**src/rtl/adc_spi_scanner_if.sv**
```systemverilog
// Pin- and sample-side signals of the ADC scanner, grouped for a single port.
// master is the scanner; slave is whatever drives the controls and models the ADC.
interface adc_spi_scanner_if #(
    parameter int unsigned NUM_CH = 8,
    parameter int unsigned ADDR_W = 3,
    parameter int unsigned DATA_W = 12
);
    logic              start;
    logic              scan_en;
    logic [NUM_CH-1:0] ch_mask;
    logic              sclk;
    logic              cs_n;
    logic              din;
    logic              dout;
    logic              busy;
    logic              sample_valid;
    logic [DATA_W-1:0] sample_data;
    logic [ADDR_W-1:0] sample_ch;

    modport master (
        input  start, scan_en, ch_mask, dout,
        output sclk, cs_n, din, busy, sample_valid, sample_data, sample_ch
    );

    modport slave (
        output start, scan_en, ch_mask, dout,
        input  sclk, cs_n, din, busy, sample_valid, sample_data, sample_ch
    );
endinterface

```
**src/rtl/adc_spi_scanner.sv**
```systemverilog
// SPI master that sweeps an ADC128S022-class converter over a channel mask and
// tags each returned word with the address sent one frame earlier.
module adc_spi_scanner #(
    parameter int unsigned NUM_CH    = 8,
    parameter int unsigned ADDR_W    = 3,
    parameter int unsigned DATA_W    = 12,
    parameter int unsigned FRAME_LEN = 16,
    parameter int unsigned CLK_DIV   = 4,
    parameter int unsigned QUIET     = 8
) (
    input logic            clk,
    input logic            rst,
    adc_spi_scanner_if.master bus
);
    localparam int unsigned CNT_MAX = (CLK_DIV > QUIET) ? CLK_DIV : QUIET;
    localparam int unsigned CNT_W   = $clog2(CNT_MAX + 1);
    localparam int unsigned BIT_W   = $clog2(FRAME_LEN);

    typedef enum logic [1:0] {StIdle, StSetup, StShift, StQuiet} state_e;

    state_e            state_q, state_d;
    logic [CNT_W-1:0]  cnt_q, cnt_d;
    logic [BIT_W-1:0]  bit_q, bit_d, bit_nx;
    logic [ADDR_W-1:0] addr_q, addr_d, prev_q, prev_d, addr_sh;
    logic              prime_q, prime_d, flush_q, flush_d, scan_q, scan_d;
    logic [DATA_W-1:0] shreg_q, shreg_d, data_q, data_d;
    logic [ADDR_W-1:0] ch_q, ch_d;
    logic              sclk_q, sclk_d, cs_n_q, cs_n_d, din_q, din_d;
    logic              busy_q, busy_d, valid_q, valid_d;
    logic [ADDR_W-1:0] lowest, next_up;
    logic              has_next, mask_any;

    assign mask_any = |bus.ch_mask;

    // Descending scan leaves the smallest qualifying index in each result.
    always_comb begin
        lowest   = '0;
        next_up  = '0;
        has_next = 1'b0;
        for (int i = NUM_CH - 1; i >= 0; i--) begin
            if (bus.ch_mask[i]) begin
                lowest = ADDR_W'(i);
                if (i > int'(addr_q)) begin
                    next_up  = ADDR_W'(i);
                    has_next = 1'b1;
                end
            end
        end
    end

    always_comb begin
        state_d = state_q;
        cnt_d   = cnt_q;
        bit_d   = bit_q;
        addr_d  = addr_q;
        prev_d  = prev_q;
        prime_d = prime_q;
        flush_d = flush_q;
        scan_d  = scan_q;
        shreg_d = shreg_q;
        data_d  = data_q;
        ch_d    = ch_q;
        sclk_d  = sclk_q;
        cs_n_d  = cs_n_q;
        din_d   = din_q;
        busy_d  = busy_q;
        valid_d = 1'b0;
        bit_nx  = bit_q + 1'b1;
        addr_sh = addr_q << (bit_nx - BIT_W'(2));
        case (state_q)
            StIdle: begin
                if ((bus.start || bus.scan_en) && mask_any) begin
                    state_d = StSetup;
                    cnt_d   = '0;
                    addr_d  = lowest;
                    prime_d = 1'b1;
                    flush_d = 1'b0;
                    scan_d  = bus.scan_en;
                    busy_d  = 1'b1;
                    cs_n_d  = 1'b0;
                    sclk_d  = 1'b1;
                    din_d   = 1'b0;
                end
            end
            StSetup: begin
                if (cnt_q == CNT_W'(CLK_DIV - 1)) begin
                    state_d = StShift;
                    cnt_d   = '0;
                    bit_d   = '0;
                    sclk_d  = 1'b0;
                    din_d   = 1'b0;
                end else begin
                    cnt_d = cnt_q + 1'b1;
                end
            end
            StShift: begin
                if (cnt_q == CNT_W'(CLK_DIV - 1)) begin
                    cnt_d  = '0;
                    sclk_d = ~sclk_q;
                    if (sclk_q) begin
                        bit_d = bit_nx;
                        din_d = (int'(bit_nx) >= 2 && int'(bit_nx) <= int'(ADDR_W) + 1) ?
                                addr_sh[ADDR_W-1] : 1'b0;
                    end else begin
                        if (int'(bit_q) >= int'(FRAME_LEN) - int'(DATA_W)) begin
                            shreg_d = {shreg_q[DATA_W-2:0], bus.dout};
                        end
                        if (int'(bit_q) == int'(FRAME_LEN) - 1) begin
                            state_d = StQuiet;
                        end
                    end
                end else begin
                    cnt_d = cnt_q + 1'b1;
                end
            end
            StQuiet: begin
                cnt_d = cnt_q + 1'b1;
                if (cnt_q == '0) begin
                    // The word just shifted in belongs to the address of the previous frame.
                    cs_n_d  = 1'b1;
                    prime_d = 1'b0;
                    if (!prime_q) begin
                        valid_d = 1'b1;
                        data_d  = shreg_q;
                        ch_d    = prev_q;
                    end
                end
                if (cnt_q == CNT_W'(QUIET)) begin
                    cnt_d  = '0;
                    prev_d = addr_q;
                    if (flush_q) begin
                        state_d = StIdle;
                        busy_d  = 1'b0;
                    end else begin
                        state_d = StSetup;
                        cs_n_d  = 1'b0;
                        // A flush frame re-sends the current address to collect its result.
                        if (!mask_any || (scan_q && !bus.scan_en)) begin
                            flush_d = 1'b1;
                        end else if (has_next) begin
                            addr_d = next_up;
                        end else if (scan_q) begin
                            addr_d = lowest;
                        end else begin
                            flush_d = 1'b1;
                        end
                    end
                end
            end
            default: state_d = StIdle;
        endcase
    end

    always_ff @(posedge clk) begin
        if (rst) begin
            state_q <= StIdle;
            cnt_q   <= '0;
            bit_q   <= '0;
            addr_q  <= '0;
            prev_q  <= '0;
            prime_q <= 1'b0;
            flush_q <= 1'b0;
            scan_q  <= 1'b0;
            shreg_q <= '0;
            data_q  <= '0;
            ch_q    <= '0;
            sclk_q  <= 1'b1;
            cs_n_q  <= 1'b1;
            din_q   <= 1'b0;
            busy_q  <= 1'b0;
            valid_q <= 1'b0;
        end else begin
            state_q <= state_d;
            cnt_q   <= cnt_d;
            bit_q   <= bit_d;
            addr_q  <= addr_d;
            prev_q  <= prev_d;
            prime_q <= prime_d;
            flush_q <= flush_d;
            scan_q  <= scan_d;
            shreg_q <= shreg_d;
            data_q  <= data_d;
            ch_q    <= ch_d;
            sclk_q  <= sclk_d;
            cs_n_q  <= cs_n_d;
            din_q   <= din_d;
            busy_q  <= busy_d;
            valid_q <= valid_d;
        end
    end

    assign bus.sclk         = sclk_q;
    assign bus.cs_n         = cs_n_q;
    assign bus.din          = din_q;
    assign bus.busy         = busy_q;
    assign bus.sample_valid = valid_q;
    assign bus.sample_data  = data_q;
    assign bus.sample_ch    = ch_q;
endmodule

```
**src/flat_wrapper.sv**
```systemverilog
// flat-port wrapper written by rule: the top's interface ports become plain ports
module adc_spi_scanner_flat 
#(
    parameter int unsigned NUM_CH    = 8,
    parameter int unsigned ADDR_W    = 3,
    parameter int unsigned DATA_W    = 12,
    parameter int unsigned FRAME_LEN = 16,
    parameter int unsigned CLK_DIV   = 4,
    parameter int unsigned QUIET     = 8
)
  (clk, rst, bus_start, bus_scan_en, bus_ch_mask, bus_dout, bus_sclk, bus_cs_n, bus_din, bus_busy, bus_sample_valid, bus_sample_data, bus_sample_ch);
  adc_spi_scanner_if #(.NUM_CH(NUM_CH), .ADDR_W(ADDR_W), .DATA_W(DATA_W)) bus_i ();
  input logic clk;
  input logic rst;
  input wire logic [$bits(bus_i.start)-1:0] bus_start;
  input wire logic [$bits(bus_i.scan_en)-1:0] bus_scan_en;
  input wire logic [$bits(bus_i.ch_mask)-1:0] bus_ch_mask;
  input wire logic [$bits(bus_i.dout)-1:0] bus_dout;
  output wire logic [$bits(bus_i.sclk)-1:0] bus_sclk;
  output wire logic [$bits(bus_i.cs_n)-1:0] bus_cs_n;
  output wire logic [$bits(bus_i.din)-1:0] bus_din;
  output wire logic [$bits(bus_i.busy)-1:0] bus_busy;
  output wire logic [$bits(bus_i.sample_valid)-1:0] bus_sample_valid;
  output wire logic [$bits(bus_i.sample_data)-1:0] bus_sample_data;
  output wire logic [$bits(bus_i.sample_ch)-1:0] bus_sample_ch;
  assign bus_i.start = bus_start;
  assign bus_i.scan_en = bus_scan_en;
  assign bus_i.ch_mask = bus_ch_mask;
  assign bus_i.dout = bus_dout;
  assign bus_sclk = bus_i.sclk;
  assign bus_cs_n = bus_i.cs_n;
  assign bus_din = bus_i.din;
  assign bus_busy = bus_i.busy;
  assign bus_sample_valid = bus_i.sample_valid;
  assign bus_sample_data = bus_i.sample_data;
  assign bus_sample_ch = bus_i.sample_ch;
  adc_spi_scanner #(.NUM_CH(NUM_CH), .ADDR_W(ADDR_W), .DATA_W(DATA_W), .FRAME_LEN(FRAME_LEN), .CLK_DIV(CLK_DIV), .QUIET(QUIET)) u_core (.clk(clk), .rst(rst), .bus(bus_i));
endmodule
```
**config.mk**
```make
export PLATFORM = sky130hd
export DESIGN_NAME = adc_spi_scanner_flat
export DESIGN_NICKNAME = d
export VERILOG_FILES = /design/src/rtl/adc_spi_scanner_if.sv /design/src/rtl/adc_spi_scanner.sv /design/src/flat_wrapper.sv
export SDC_FILE = /design/constraint.sdc
export NUM_CORES = 1
export LEC_CHECK = 0
export ABC_AREA = 0
export CORE_UTILIZATION = 58
export CTS_CLUSTER_SIZE = 12
export DETAILED_ROUTE_END_ITERATION = 6
export PLACE_DENSITY = 0.89
export RECOVER_POWER = 50
export SLEW_MARGIN = 10
export SYNTH_ARGS = -nofsm -noshare
export SYNTH_HDL_FRONTEND = slang
export SYNTH_SLANG_ARGS = --single-unit
export TNS_END_PERCENT = 5
```
**constraint.sdc**
```tcl
create_clock -name clk -period 3.1 [get_ports clk]
set_clock_uncertainty 0.05 [all_clocks]
set_input_delay 0.31 -clock clk [delete_from_list [all_inputs] [get_ports clk]]
set_output_delay 0.31 -clock clk [all_outputs]
set_load 0.05 [all_outputs]
```
After elaboration in Yosys (flattened, before gate mapping)
Cells that the tools add are included.
{"block": "word_totals", "out_inout_bits": 20, "regBits": 51}
{"block": "op_classes", "magnitude_cmp": 10, "eq_ne": 18, "addsub": 3, "bitwise_logic": 4, "shifts": 1, "n_reduce_logical": 28, "n_mux": 84}
{"cell": "2-to-1 mux 3 bit", "n": 28}
{"cell": "2-to-1 mux 1 bit", "n": 34}
{"cell": "2-to-1 mux 4 bit", "n": 6}
{"cell": "inequality test 2 x 1 -> 1 bit, second input constant", "n": 8}
{"cell": "AND reduction 4 bit", "n": 4}
{"cell": "> comparator 3 bit, first input constant", "n": 4}
{"cell": "2-to-1 mux 2 bit", "n": 6}
{"cell": "case mux 4 bit (3 select lines)", "n": 1}
{"cell": "AND reduction 6 bit", "n": 2}
{"cell": "AND reduction 3 bit", "n": 3}
{"cell": "adder 4 x 1 -> 4 bit, second input constant", "n": 2}
{"cell": "case mux 1 bit (2 select lines)", "n": 4}
{"cell": "case mux 2 bit (4 select lines)", "n": 1}
{"cell": "case mux 4 bit (2 select lines)", "n": 1}
{"cell": "OR reduction 8 bit", "n": 1}
{"cell": "> comparator 2 x 3 -> 1 bit, first input constant", "n": 2}
{"cell": "inequality test 2 bit, second input constant", "n": 3}
{"cell": "case mux 1 bit (3 select lines)", "n": 2}
{"cell": "case mux 3 bit (2 select lines)", "n": 1}
{"cell": "AND reduction 2 bit", "n": 3}
{"cell": "AND reduction 5 bit", "n": 1}
{"cell": "== test 2 bit, second input constant", "n": 2}
{"cell": "== test 4 x 1 -> 1 bit, second input constant", "n": 1}
{"cell": "== test 4 x 2 -> 1 bit, second input constant", "n": 1}
{"cell": "other kinds (19)", "n": 27}

Logic depth before layout (Yosys ltp)
{"block": "depth", "word_depth": 20, "depth_mapped": 9, "mapped_depth_nobuf": 8}

Worst setup path after synthesis
Ideal clock, no wire load.
{"block": "synth_path", "kind": "flip-flop to flip-flop", "startpoint": "reg u_core.cnt_q[1]", "endpoint": "reg u_core.shreg_q[10]", "required_ns": 2.921, "synth_period_minus_slack_ns": 1.966, "path_slack_ns": 1.134, "t_arrival_ns": 1.787, "stages_incl_launch_ff": 8, "path_cell_list": "dfxtp_1 -> ha_1 -> or3b_1 -> or2_2 -> nor2_4 -> buf_6 -> mux2i_1 -> nor2_1"}
{"block": "synth_between", "elab_chain_cells": 2}
{"item": "start: declaration", "line": "adc_spi_scanner.sv:22", "text": "logic [CNT_W-1:0] cnt_q, cnt_d;"}
{"item": "start signal: assignment", "line": "adc_spi_scanner.sv:174", "text": "cnt_q <= cnt_d;"}
{"item": "== test 4 x 2 -> 1 bit", "line": "adc_spi_scanner.sv:97", "text": "if (cnt_q == CNT_W'(CLK_DIV - 1)) begin"}
{"item": "AND reduction 4 bit (no source line)"}
{"item": "end signal: assignment", "line": "adc_spi_scanner.sv:181", "text": "shreg_q <= shreg_d;"}
{"item": "end: declaration", "line": "adc_spi_scanner.sv:26", "text": "logic [DATA_W-1:0] shreg_q, shreg_d, data_q, data_d;"}
No other way between the ends.
A chain may end at the register's enable or synchronous reset.

Final worst setup path
{"block": "layout_path", "startpoint": "reg u_core.state_q[0]", "endpoint": "reg u_core.data_q[1] (netlist: u_core.bus.sample_data[1])"}
{"block": "layout_between", "elab_chain_cells": 2}
{"item": "start: declaration", "line": "adc_spi_scanner.sv:21", "text": "state_e state_q, state_d;"}
{"item": "start signal: assignment", "line": "adc_spi_scanner.sv:156", "text": "state_q <= StIdle;"}
{"item": "start signal: assignment", "line": "adc_spi_scanner.sv:173", "text": "state_q <= state_d;"}
{"item": "== test 2 bit", "line": "adc_spi_scanner.sv:70", "text": "case (state_q)"}
{"item": "AND reduction 3 bit (no source line)"}
{"item": "end signal: assignment", "line": "adc_spi_scanner.sv:182", "text": "data_q <= data_d;"}
{"item": "end: declaration", "line": "adc_spi_scanner.sv:26"}
No other way between the ends.

==> flow_metrics.py <==
metrics = {
    "logic_synthesis": {
        "synth_area_um2": 2600,
        "synth_edf_count": 0,
        "synth_cells": 302,
        "synth_warnings": 0,
        "synthesis.nets": 324,
        "synth_cell_types": 53,
        "seq_area_frac_synth_pct": 39.2,
        "synthArstFlopShare_pct": 0,
        "avgSynthCellArea_um2": 8.61,
        "synth_ff_type": "dfxtp_1",
        "ys_ff_latch": 51,
    },
    "layout": {
        "drive_above_1_share_pct": 5.50,
        "final_common_cell": "nor2_1",
        "antenna_cells": 0,
        "final_area_um2": 3030,
        "nets": 349,
        "syn_to_final_growth_pct": 16.4,
        "final_cell_mix": "55 x nor2_1, 51 x dfxtp_1, 35 x mux2i_1, 21 x a21oi_1, 18 x dlygate4sd3_1",
    },
    "critical_path": {
        "worst_ep_required_time_ps": 3240,
        "crit_type": "flip-flop to flip-flop",
        "r2r_cells": 5,
        "cp_max_fo": 16,
        "critPathLaunchType": "flip-flop",
        "crit_path_end_kind": "flip-flop",
        "worst_ep_arrival_time_ps": 2440,
    },
    "grt": {
        "grt_max_degree": 25,
        "grt.overflow.total": 0,
        "antenna_found_initial": 0,
        "track_usage_pct": 26.3,
        "grt_pass1_wl_mm": 9.36,
        "first_global_vias": 2095,
    },
    "hold_path": {
        "min_path_cells": 2,
        "hold_class": "flip-flop to flip-flop",
    },
    "timing": {
        "worst_pin_slew_ps": 1140,
        "finalMaxSlewViolations": 0,
        "period_needed_ps": 2300,
        "hold_viol": 0,
        "setup_tns_ps": 0,
        "setup_viol": 0,
        "slew_headroom_pct": 24.2,
        "whs_ps": 432,
        "period_share_pct": 74.2,
        "setup_slack_ps": 800,
        "rsz0062_at_grt": "no",
        "fmax_ghz": 0.435,
    },
    "route": {
        "routed_wl_mm": 5.79,
        "wl_met3_um": 368,
        "wl_met1_mm": 2.54,
        "route.detailed.drc": 0,
        "wl_per_cell_um": 15.4,
        "drt_iter0_drc": 220,
        "dr.pass1.iters": 5,
        "via_count": 2275,
        "route.top_layer_used": "met4",
        "viasPerCell": 6.03,
        "wl_met2_mm": 2.75,
        "postRouteAntennaNets": 0,
    },
    "cts": {
        "cts_buffers": 5,
        "insertion_delay_ps": 300,
        "cts_tree": "yes",
        "cts_setup_buffers": 0,
        "cts_buffer_depth": 2,
        "cts_resized": 0,
        "cts_hold_buf": 0,
        "htree_levels": 2,
        "clock-sinks": 51,
        "cts-root-buf": "clkbuf_8",
        "clk_pin_slew_ps": 90,
    },
    "placement": {
        "dp_slack_ps": 662,
        "place_hpwl_mm": 4.01,
        "numPortBuffers": 32,
        "gp_congestion": 0.844,
        "place_area_um2": 2930,
    },
    "die": {
        "ios": 33,
        "core_um2": 4140,
        "chipHeight_um": 69.0,
        "die_x_um": 69.0,
        "design.die.area_um2": 4760,
        "start_util_pct": 62.8,
        "rows": 23,
    },
    "power": {
        "static-leakage-power_nw": 1.26,
        "ir_drop_uv": 483,
        "power_w": 0.00184,
        "power.density_nw_per_um2": 607,
    },
    "flow_run": {
        "max_cap_violations": 0,
    },
    "run_status": {
        "outcome": "completed",
    },
}
==> flip-flops by register name, indices dropped and copies added (netlist names), 2 cells and up <==
register,cells
u_core.state_q,2
u_core.bus.sample_ch,3
u_core.bus.sample_data,12
u_core.shreg_q,12
u_core.prev_q,3
u_core.bit_q,4
u_core.cnt_q,4
u_core.addr_q,3
==> final cells by class <==
type | count | area, um2
Clock inverter | 2 | 37.5
Inverter | 11 | 41.3
Timing Repair Buffer | 35 | 339
Multi-Input combinational cell | 223 | 1460
Fill cell | 342 | 1120
Sequential cell | 51 | 1020
Tap cell | 50 | 62.6
Clock buffer | 5 | 68.8
==> critical path, stage by stage, from the launching register on <==
cell      delay, ps
dfxtp_1         360
ha_1            400
nand3b_1        170
clkbuf_1        850
mux2i_1         280
nor2_1           70
==> Yosys cell counts, types with 2 or more instances <==
cell | number | area (um2)
xnor2_1 | 2 | 17.5
clkbuf_1 | 12 | 45.0
dfxtp_1 | 51 | 1020
o21bai_1 | 2 | 15.0
a21oi_1 | 21 | 105
nand2b_1 | 6 | 37.5
a211oi_1 | 2 | 15.0
o31ai_1 | 5 | 37.5
nor2_1 | 55 | 206
nor3_1 | 2 | 10.0
o21ai_0 | 13 | 65.1
nand2_1 | 13 | 48.8
o2111ai_1 | 2 | 17.5
or3_1 | 2 | 12.5
nand3b_1 | 3 | 22.5
o32ai_1 | 2 | 17.5
o211ai_1 | 2 | 15.0
nand3_1 | 4 | 20.0
nor2b_1 | 4 | 25.0
a22oi_1 | 2 | 15.0
buf_6 | 2 | 22.5
buf_2 | 2 | 10.0
mux2i_1 | 35 | 350
nor3b_1 | 6 | 45.0
and3_1 | 2 | 12.5
a31oi_1 | 4 | 25.0
or2_2 | 2 | 12.5
ha_1 | 9 | 113
inv_1 | 11 | 41.3
==> path summary, 6_finish.rpt <==
check                         start                   endpoint  slack, ps
setup reg to reg  u_core.state_q[0]  u_core.bus.sample_data[1]        800
hold reg to reg     u_core.bit_q[1]            u_core.bit_q[1]        430
setup / recovery  u_core.state_q[0]  u_core.bus.sample_data[1]        800
hold / removal      u_core.bit_q[1]            u_core.bit_q[1]        430
==> metrics by stage <==
stage | std cells | utilization (%)
finish | 377 | 73.1
global route | 377 | 73.1
CTS | 377 | 73.2
detailed placement | 370 | 70.6
global placement | 370 | 70.6
floorplan | 302 | -
==> power by group <==
group	total, W	switching [W]	internal (W)
sequential	0.000767	0.0000647	0.000702
combinational	0.000618	0.000372	0.000246
clock	0.000452	0.000216	0.000236
==> per-layer routing <==
metal | up-vias | track usage, %
li1 | 1109 | -
met1 | 1073 | 32.6
met5 | - | 0
met2 | 82 | 43.4
met3 | 11 | 6.09
met4 | 0 | 11.5
==> kinds of logic after synthesis <==
family                     after synthesis  share of synthesized area, %
xor gates and xnor gates                 2                         0.674
AOI/OAI and AO/OA                       67                          16.6
muxes                                   36                          13.9
buffers and inverters                   28                          4.71
and+or+nand+nor                        109                          20.5
DFF                                     51                          39.2
adders and majority gates                9                          4.33
No activity file was read; power rests on OpenSTA's default activity.
